### config.mk
export PLATFORM = sky130hd
export DESIGN_NAME = lcd_nibble_ctrl_flat
export DESIGN_NICKNAME = d
export VERILOG_FILES = /design/src/rtl/lcd_nibble_ctrl_pkg.sv /design/src/rtl/lcd_nibble_ctrl_if.sv /design/src/rtl/lcd_nibble_ctrl_dly.sv /design/src/rtl/lcd_nibble_ctrl.sv /design/src/flat_wrapper.sv
export SDC_FILE = /design/constraint.sdc
export NUM_CORES = 1
export LEC_CHECK = 0
export BUFFER_PORTS_ARGS = -buffer_cell sky130_fd_sc_hd__clkbuf_2
export CAP_MARGIN = 40
export CORE_MARGIN = 2
export CORE_UTILIZATION = 25
export CTS_CLUSTER_DIAMETER = 30
export DETAILED_ROUTE_END_ITERATION = 6
export GPL_TIMING_DRIVEN = 0
export PLACE_DENSITY = 0.44
export SYNTH_ARGS = -nofsm -noshare
export SYNTH_HDL_FRONTEND = slang
export SYNTH_SLANG_ARGS = --single-unit
### constraint.sdc
create_clock -name CLK -period 4.8 [get_ports CLK]
set_input_delay 0.96 -clock CLK [delete_from_list [all_inputs] [get_ports CLK]]
set_output_delay 0.96 -clock CLK [all_outputs]
set_load 0.05 [all_outputs]
### src/rtl/lcd_nibble_ctrl_pkg.sv
// Shared types and constants for the 4-bit HD44780 LCD controller.
// Holds the FSM state enum, the init nibble sequence and the long-command test.
package lcd_pkg;

  typedef enum logic [2:0] {
    PWRUP,
    SETUP,
    PULSE,
    HOLD,
    WAIT,
    IDLE
  } state_t;

  // Init nibble i sits at bits [4i+3:4i]: 3,3,3,2
  localparam logic [15:0] INIT_SEQ = 16'h2333;
  localparam int          INIT_LEN = 4;

  localparam logic [7:0] CMD_CLEAR = 8'h01;
  localparam logic [7:0] CMD_HOME  = 8'h02;
  localparam logic [7:0] CMD_HOME2 = 8'h03;

  function automatic logic [3:0] init_nibble(
    input logic [1:0] i
  );
    return INIT_SEQ[{i, 2'b00} +: 4];
  endfunction

  function automatic logic is_long_cmd(
    input logic       rs,
    input logic [7:0] d
  );
    return !rs && (d == CMD_CLEAR ||
                   d == CMD_HOME  ||
                   d == CMD_HOME2);
  endfunction

endpackage

### src/rtl/lcd_nibble_ctrl_if.sv
// Valid/ready byte channel into the LCD controller.
// Ports: in_valid, in_data, in_rs (to slave), in_ready (from slave).
interface lcd_nibble_ctrl_if;
  logic       in_valid;
  logic       in_ready;
  logic [7:0] in_data;
  logic       in_rs;

  modport master (
    output in_valid, in_data, in_rs,
    input  in_ready
  );

  modport slave (
    input  in_valid, in_data, in_rs,
    output in_ready
  );
endinterface

### src/rtl/lcd_nibble_ctrl_dly.sv
// Loadable down-counter shared by all timed states of the LCD controller.
// Ports: CLK, RST, load, load_val -> zero (count is 0).
module lcd_dly_cnt #(
  parameter int unsigned      CNT_W   = 24,
  parameter logic [CNT_W-1:0] RST_VAL = '0
) (
  input  logic             CLK,
  input  logic             RST,
  input  logic             load,
  input  logic [CNT_W-1:0] load_val,
  output logic             zero
);

  logic [CNT_W-1:0] cnt;

  assign zero = (cnt == '0);

  always_ff @(posedge CLK or posedge RST) begin
    if (RST)
      cnt <= RST_VAL;
    else if (load)
      cnt <= load_val;
    else if (!zero)
      cnt <= cnt - 1'b1;
  end

endmodule

### src/rtl/lcd_nibble_ctrl.sv
// Write-only 4-bit HD44780 controller: power-up init, then bytes as two nibbles.
// Ports: CLK, RST, bus (slave byte channel), init_done, lcd_db/lcd_e/lcd_rs/lcd_rw.
module lcd_nibble_ctrl
  import lcd_pkg::*;
#(
  parameter int unsigned CNT_W   = 24,
  parameter int unsigned T_PWRUP = 1875000,
  parameter int unsigned T_AS    = 8,
  parameter int unsigned T_PW    = 60,
  parameter int unsigned T_H     = 8,
  parameter int unsigned T_CMD   = 6250,
  parameter int unsigned T_LONG  = 205000
) (
  input  logic               CLK,
  input  logic               RST,
  lcd_nibble_ctrl_if.slave   bus,
  output logic               init_done,
  output logic [3:0]         lcd_db,
  output logic               lcd_e,
  output logic               lcd_rs,
  output logic               lcd_rw
);

  localparam logic [CNT_W-1:0] LD_PWRUP = CNT_W'(T_PWRUP - 1);
  localparam logic [CNT_W-1:0] LD_AS    = CNT_W'(T_AS - 1);
  localparam logic [CNT_W-1:0] LD_PW    = CNT_W'(T_PW - 1);
  localparam logic [CNT_W-1:0] LD_H     = CNT_W'(T_H - 1);
  localparam logic [CNT_W-1:0] LD_CMD   = CNT_W'(T_CMD - 1);
  localparam logic [CNT_W-1:0] LD_LONG  = CNT_W'(T_LONG - 1);
  localparam logic [1:0]       IDX_LAST = 2'(INIT_LEN - 1);

  state_t           state, state_n;
  logic [3:0]       db_q, db_n;
  logic             rs_q, rs_n;
  logic             e_q, e_n;
  logic             ready_q, ready_n;
  logic             done_q, done_n;
  logic             hi_q, hi_n;
  logic             init_q, init_n;
  logic [1:0]       idx_q, idx_n;
  logic [3:0]       lo_q, lo_n;
  logic             long_q, long_n;
  logic             load;
  logic [CNT_W-1:0] load_val;
  logic             zero;

  lcd_dly_cnt #(
    .CNT_W   (CNT_W),
    .RST_VAL (LD_PWRUP)
  ) u_dly (
    .CLK      (CLK),
    .RST      (RST),
    .load     (load),
    .load_val (load_val),
    .zero     (zero)
  );

  assign lcd_db       = db_q;
  assign lcd_rs       = rs_q;
  assign lcd_e        = e_q;
  assign lcd_rw       = 1'b0;
  assign init_done    = done_q;
  assign bus.in_ready = ready_q;

  always_comb begin
    state_n  = state;
    db_n     = db_q;
    rs_n     = rs_q;
    e_n      = 1'b0;
    ready_n  = 1'b0;
    done_n   = done_q;
    hi_n     = hi_q;
    init_n   = init_q;
    idx_n    = idx_q;
    lo_n     = lo_q;
    long_n   = long_q;
    load     = 1'b0;
    load_val = '0;
    unique case (state)
      PWRUP: begin
        if (zero) begin
          state_n  = SETUP;
          db_n     = init_nibble(2'd0);
          rs_n     = 1'b0;
          init_n   = 1'b1;
          idx_n    = 2'd0;
          hi_n     = 1'b1;
          load     = 1'b1;
          load_val = LD_AS;
        end
      end
      SETUP: begin
        if (zero) begin
          state_n  = PULSE;
          e_n      = 1'b1;
          load     = 1'b1;
          load_val = LD_PW;
        end
      end
      PULSE: begin
        e_n = 1'b1;
        if (zero) begin
          state_n  = HOLD;
          e_n      = 1'b0;
          load     = 1'b1;
          load_val = LD_H;
        end
      end
      HOLD: begin
        if (zero) begin
          load = 1'b1;
          if (!init_q && hi_q) begin
            state_n  = SETUP;
            db_n     = lo_q;
            hi_n     = 1'b0;
            load_val = LD_AS;
          end else begin
            state_n  = WAIT;
            load_val = (init_q || long_q) ? LD_LONG : LD_CMD;
          end
        end
      end
      WAIT: begin
        if (zero) begin
          if (init_q && idx_q != IDX_LAST) begin
            state_n  = SETUP;
            idx_n    = idx_q + 2'd1;
            db_n     = init_nibble(idx_q + 2'd1);
            load     = 1'b1;
            load_val = LD_AS;
          end else begin
            // init_done and in_ready rise together at end of init
            state_n = IDLE;
            init_n  = 1'b0;
            done_n  = 1'b1;
            ready_n = 1'b1;
          end
        end
      end
      IDLE: begin
        ready_n = 1'b1;
        if (bus.in_valid && ready_q) begin
          state_n  = SETUP;
          ready_n  = 1'b0;
          db_n     = bus.in_data[7:4];
          rs_n     = bus.in_rs;
          lo_n     = bus.in_data[3:0];
          long_n   = is_long_cmd(bus.in_rs, bus.in_data);
          hi_n     = 1'b1;
          load     = 1'b1;
          load_val = LD_AS;
        end
      end
      default: state_n = PWRUP;
    endcase
  end

  always_ff @(posedge CLK or posedge RST) begin
    if (RST) begin
      state   <= PWRUP;
      db_q    <= '0;
      rs_q    <= 1'b0;
      e_q     <= 1'b0;
      ready_q <= 1'b0;
      done_q  <= 1'b0;
      hi_q    <= 1'b0;
      init_q  <= 1'b0;
      idx_q   <= '0;
      lo_q    <= '0;
      long_q  <= 1'b0;
    end else begin
      state   <= state_n;
      db_q    <= db_n;
      rs_q    <= rs_n;
      e_q     <= e_n;
      ready_q <= ready_n;
      done_q  <= done_n;
      hi_q    <= hi_n;
      init_q  <= init_n;
      idx_q   <= idx_n;
      lo_q    <= lo_n;
      long_q  <= long_n;
    end
  end

endmodule

### src/flat_wrapper.sv
// flat-port wrapper written by rule: the top's interface ports become plain ports
module lcd_nibble_ctrl_flat import lcd_pkg::*;
#(
  parameter int unsigned CNT_W   = 24,
  parameter int unsigned T_PWRUP = 1875000,
  parameter int unsigned T_AS    = 8,
  parameter int unsigned T_PW    = 60,
  parameter int unsigned T_H     = 8,
  parameter int unsigned T_CMD   = 6250,
  parameter int unsigned T_LONG  = 205000
)
  (CLK, RST, init_done, lcd_db, lcd_e, lcd_rs, lcd_rw, bus_in_valid, bus_in_data, bus_in_rs, bus_in_ready);
  lcd_nibble_ctrl_if bus_i ();
  input  logic CLK;
  input  logic RST;
  output logic init_done;
  output logic [3:0] lcd_db;
  output logic lcd_e;
  output logic lcd_rs;
  output logic lcd_rw;
  input wire logic [$bits(bus_i.in_valid)-1:0] bus_in_valid;
  input wire logic [$bits(bus_i.in_data)-1:0] bus_in_data;
  input wire logic [$bits(bus_i.in_rs)-1:0] bus_in_rs;
  output wire logic [$bits(bus_i.in_ready)-1:0] bus_in_ready;
  assign bus_i.in_valid = bus_in_valid;
  assign bus_i.in_data = bus_in_data;
  assign bus_i.in_rs = bus_in_rs;
  assign bus_in_ready = bus_i.in_ready;
  lcd_nibble_ctrl #(.CNT_W(CNT_W), .T_PWRUP(T_PWRUP), .T_AS(T_AS), .T_PW(T_PW), .T_H(T_H), .T_CMD(T_CMD), .T_LONG(T_LONG)) u_core (.CLK(CLK), .RST(RST), .bus(bus_i), .init_done(init_done), .lcd_db(lcd_db), .lcd_e(lcd_e), .lcd_rs(lcd_rs), .lcd_rw(lcd_rw));
endmodule
After elaboration in Yosys (flattened, before gate mapping). Cells that the tools add are included. W data, S select, Z words.

$add $sub $neg: 2. Eq/ne operators: 19. Shifts and indexed selects: 1. Multiplexer cells: 53. Bitwise logic cells: 1. Reductions and logical operators: 25.

Operator list (number): $mux W24 (5); $pmux W24 S5 (1); $mux W3 (11); $logic_not A24 Y1 (1); $mux W4 (6); $sub A24 B1 Y24 const B (1); $mux W18 (1); $pmux W3 S6 (1); $eq A8 B2 Y1 const B (2); $mux W1 (16); $pmux W4 S4 (1); $shiftx A16 B5 Y4 const A (1); $ne A2 B2 Y1 const B (7); $eq A8 B1 Y1 const B (1); $ne A2 B1 Y1 const B (4); $pmux W1 S2 (4); $reduce_and A4 Y1 (2); $reduce_and A7 Y1 (1); $eq A3 B2 Y1 const B (2); $eq A3 B3 Y1 const B (2); $mux W2 (3); $mux W6 (1); $pmux W1 S3 (2); $reduce_and A3 Y1 (2); 16 further kinds (23).

Bits in registers: 44. Bits of input ports: 12. Logic and storage cells: 113.

Longest topological paths before layout.
Word-level depth: 6. Mapped depth: 9. Mapped depth without buffers: 7.

By module. A second synthesis with hierarchy kept.

Cells, all modules: 282. Area total of the unflattened synthesis: 2638.8 um^2.

By module, submodules not included: lcd_dly_cnt (instances 1, cells each 155, area an instance 1472.7 um^2, sequential area each 615.6 um^2); lcd_nibble_ctrl (instances 1, cells each 127, area an instance 1166.1 um^2, sequential area each 500.5 um^2).

Worst setup path before layout. Ideal clock, no wire load.

Kind: reg-to-reg. Start point: register u_core.u_dly.cnt[0]. End point: register u_core.db_q[0], in the netlist u_core.lcd_db[0]. Setup time: 0.125 ns. Arrival: 2.045 ns. Required time: 4.675 ns. Setup slack: 2.631 ns. Cell stages (with the launch flop): 9. Path buffers: 1. Cells stage by stage: dfstp_2 inv_1 ha_1 nor4b_2 nand4_2 or2_1 clkbuf_1 a211oi_2 mux2_2.

Word-level cells in the longest chain between the ends: 3.

RTL lines: start: declaration (RTL line lcd_nibble_ctrl_dly.sv:14) `logic [CNT_W-1:0] cnt;`; start signal: assignment (RTL line lcd_nibble_ctrl_dly.sv:22) `cnt <= load_val;`; start signal: assignment (RTL line lcd_nibble_ctrl_dly.sv:24) `cnt <= cnt - 1'b1;`; $logic_not A24 Y1 * (RTL line lcd_nibble_ctrl_dly.sv:16) `assign zero = (cnt == '0);`; $ne A2 B2 Y1 (no line); $reduce_and A7 Y1 (no line) *; end signal: assignment (RTL line lcd_nibble_ctrl.sv:173) `db_q <= db_n;`; end: declaration (RTL line lcd_nibble_ctrl.sv:33) `logic [3:0] db_q, db_n;`.

Every way passes the cells marked *; elsewhere a longest branch is shown, timed or not. A chain may end at the register's enable or synchronous reset.

Worst setup path in the final report. Ends and elaborated chain as after synthesis.

==> results.json <==
{
  "reg2reg_to": "u_core.lcd_db[0]$_DFFE_PP0P_",
  "final_nets": 322,
  "worstPathRequired_ps": 4990,
  "io_pins": 21,
  "antenna_found_initial": 0,
  "cts-htree-levels": 2,
  "rsz0062_at_grt": "no",
  "min_to": "u_core.init_done$_DFFE_PP0P_",
  "report.final.setup_viol": 0,
  "design_area_sq_um": 2960,
  "synth_warnings": 0,
  "powerDensity_nw_per_um2": 236,
  "syn_inst": 277,
  "r2r_cells": 8,
  "syn_to_final_growth_pct": 16.7,
  "p_leak_nw": 1.19,
  "final_util_pct": 30.1,
  "drcViolationCount": 0,
  "place_worst_setup_slack_ps": 2210,
  "syn_area_sq_um": 2530,
  "holdBufCountCts": 0,
  "fin_skew_ps": 7.93,
  "drt_iter0_markers": 98,
  "gr-total-overflow": 0,
  "core-area_sq_um": 9820,
  "reg2reg_setup_slack_ps": 2240,
  "worst_setup_hold_path_clk_slew_ps": 90,
  "maxCapViolations": 0,
  "dr.pass1.iters": 4,
  "timing.rr.start": "u_core.u_dly.cnt[0]$_DFFE_PP1P_",
  "ys_ff_latch": 44,
  "arrival_ps": 2760,
  "critPathBufInv": 2,
  "grt_usage_pct": 13.0,
  "hpwl_microns": 5050,
  "vias": 2222,
  "cts_buffers": 5,
  "cts.path.max_buffers": 2,
  "cts.sinks": 44,
  "port_buffers": 19,
  "slew_violations": 0,
  "vdd_drop_max_v": 0.000113,
  "postSynthNetCount": 292,
  "routedWlPerCell_microns": 15.2,
  "fp.dieW_microns": 105,
  "final.setup.tns_ps": 0,
  "place_congestion": 0.836,
  "clock.fmax_mhz": 390,
  "worstSetupEndpointType": "flop",
  "nFillCells": 1089,
  "slew_headroom_pct": 40.5,
  "first_global_vias": 2162,
  "status": "completed",
  "synth-edff-count": 0,
  "critPathKind": "flop to flop",
  "critPathSlowestCell": "dfstp_2",
  "fp.dieH_microns": 105,
  "grt_max_degree": 26,
  "cts_setup_buffers": 0,
  "ant_nets": 0,
  "critical_path.max_fanout": 7,
  "start_util_pct": 25.8,
  "fin_crit_sh_pct": 53.4,
  "crit_chain": "inv_1 -> ha_1 -> nor4b_2 -> nand4_2 -> or2_1 -> clkbuf_1 -> a211oi_2 -> mux2_2",
  "die_area_sq_um": 11000,
  "wl_microns": 6720,
  "finalHoldViolCount": 0,
  "min_from": "u_core.init_done$_DFFE_PP0P_",
  "async_reset_ff_share_pct": 100,
  "cts_resized": 0,
  "whs_path_depth": 1,
  "avgSynthCellArea_sq_um": 9.14,
  "max_slew.worst_pin.slew_ps": 884,
  "final.setup.worst_slack_ps": 2240,
  "diodes": 0,
  "grt_pass1_wl_microns": 11400,
  "postPlaceCellArea_sq_um": 2830,
  "cts_root_buffer": "clkbuf_8",
  "synth_cell_types": 62,
  "synth-main-ff-cell": "dfrtp_1",
  "synth_seq_area_share_pct": 44.1,
  "drive_above_1_share_pct": 20.8,
  "cts_tree": "done",
  "startpoint_type": "flop",
  "rows": 36,
  "hold_class": "flop to flop",
  "cpLargestDelayFamily": "simple AND/OR/NAND/NOR gates",
  "vias_per_cell": 5.04,
  "period_needed_ps": 2560,
  "clock_latency_ps": 300,
  "cpPeakStageDelay_ps": 390
}
## flip-flops by register name, indices dropped and copies added, names as in the netlist
| signal | flops |
|---|---|
| u_core.state | 3 |
| u_core.lcd_rs | 1 |
| u_core.u_dly.cnt | 24 |
| u_core.lo_q | 4 |
| u_core.idx_q | 2 |
| u_core.bus.in_ready | 1 |
| u_core.hi_q | 1 |
| u_core.lcd_e | 1 |
| u_core.init_done | 1 |
| u_core.init_q | 1 |
| u_core.long_q | 1 |
| u_core.lcd_db | 4 |
## worst max-delay path by stage
| stage | from | to | depth (start not counted) |
|---|---|---|---|
| 2_1_floorplan | u_core.u_dly.cnt[0]$_DFFE_PP1P_ | u_core.lcd_db[0]$_DFFE_PP0P_ | 8 |
| 3_3_place_gp | bus_in_valid | u_core.long_q$_DFFE_PP0P_ | 5 |
| 3_5_place_dp | u_core.u_dly.cnt[0]$_DFFE_PP1P_ | u_core.lcd_db[0]$_DFFE_PP0P_ | 8 |
| 4_1_cts | u_core.u_dly.cnt[0]$_DFFE_PP1P_ | u_core.lcd_db[0]$_DFFE_PP0P_ | 8 |
| 5_1_grt | u_core.u_dly.cnt[21]$_DFFE_PP0P_ | u_core.u_dly.cnt[3]$_DFFE_PP0P_ | 7 |
| 6_report | u_core.u_dly.cnt[0]$_DFFE_PP1P_ | u_core.lcd_db[0]$_DFFE_PP0P_ | 8 |
## metrics by stage
| stage | hold WS, ps | cells | power (mW) |
|---|---|---|---|
| floorplan | 446 | 277 | 0.386 |
| global placement | 454 | 429 | 0.395 |
| detailed placement | 463 | 433 | 0.397 |
| CTS | 485 | 441 | 0.707 |
| global route | 519 | 441 | 0.728 |
| finish | 479 | 441 | 0.697 |
## where the power goes
part	switching (mW)	leakage, nW	internal [mW]
clock network	0.138	0.0614	0.170
logic	0.0121	0.602	0.00563
registers	0	0.531	0.371
total	0.150	1.19	0.547
## per-layer routing
| metal | GRT usage (%) | part of all wire (%) | vias to the layer above |
|---|---|---|---|
| li1 | - | - | 1075 |
| met1 | 17.5 | 48 | 1096 |
| met2 | 21.1 | 46 | 38 |
| met3 | 2.68 | 3.4 | 13 |
| met4 | 4.29 | 1.9 | 0 |
| met5 | 0 | 0 | - |
## area by class of cell
class / instances / area, sq um / area share [%]
flip-flops and latches: 44 / 1120 / 37.8
clock buffers: 6 / 82.6 / 2.79
multi-input cells: 214 / 1340 / 45.3
well taps: 133 / 166 / 5.63
clock inverters: 2 / 38.8 / 1.31
repair buffers: 23 / 135 / 4.57
plain buffers: 14 / 58.8 / 1.99
inverters: 5 / 18.8 / 0.635
## cell usage in the layout, fill, tap and decap left out, types with 9 or more instances in the layout
cell type  count
nand3_1        9
nor4_1         9
nor2_1        11
nand2_1       36
clkbuf_1      10
a21oi_1       18
dfstp_2       12
o21ai_0       19
clkbuf_2      19
dfrtp_1       32
## cell usage after synthesis (5+ instances only)
| library cell | count | area (sq um) |
|---|---|---|
| nand2b_1 | 5 | 31.3 |
| xor2_1 | 7 | 61.3 |
| nor2_1 | 11 | 41.3 |
| xnor2_1 | 7 | 61.3 |
| or3_1 | 7 | 43.8 |
| o21ai_0 | 19 | 95.1 |
| dfrtp_1 | 32 | 801 |
| a21oi_1 | 18 | 90.1 |
| nor3_1 | 7 | 35.0 |
| and3_1 | 5 | 31.3 |
| dfstp_2 | 12 | 315 |
| clkbuf_1 | 10 | 37.5 |
| nor4_1 | 9 | 56.3 |
| nand2_1 | 36 | 135 |
| nand3_1 | 9 | 45.0 |
## logic make-up (layout without fill, tap and decap cells)
group           Yosys count  after routing  synth area share (%)
compound gates           75             75                  19.5
xor+xnor                 14             14                  4.84
fa+ha+maj                 3              3                  1.48
buf+inv                  19             50                  3.06
flops                    44             44                  44.1
mux                       1              1                 0.445
other cells               1              1                 0.148
simple gates            120            120                  26.4
Note: power is estimated with default switching activity, not from simulation.
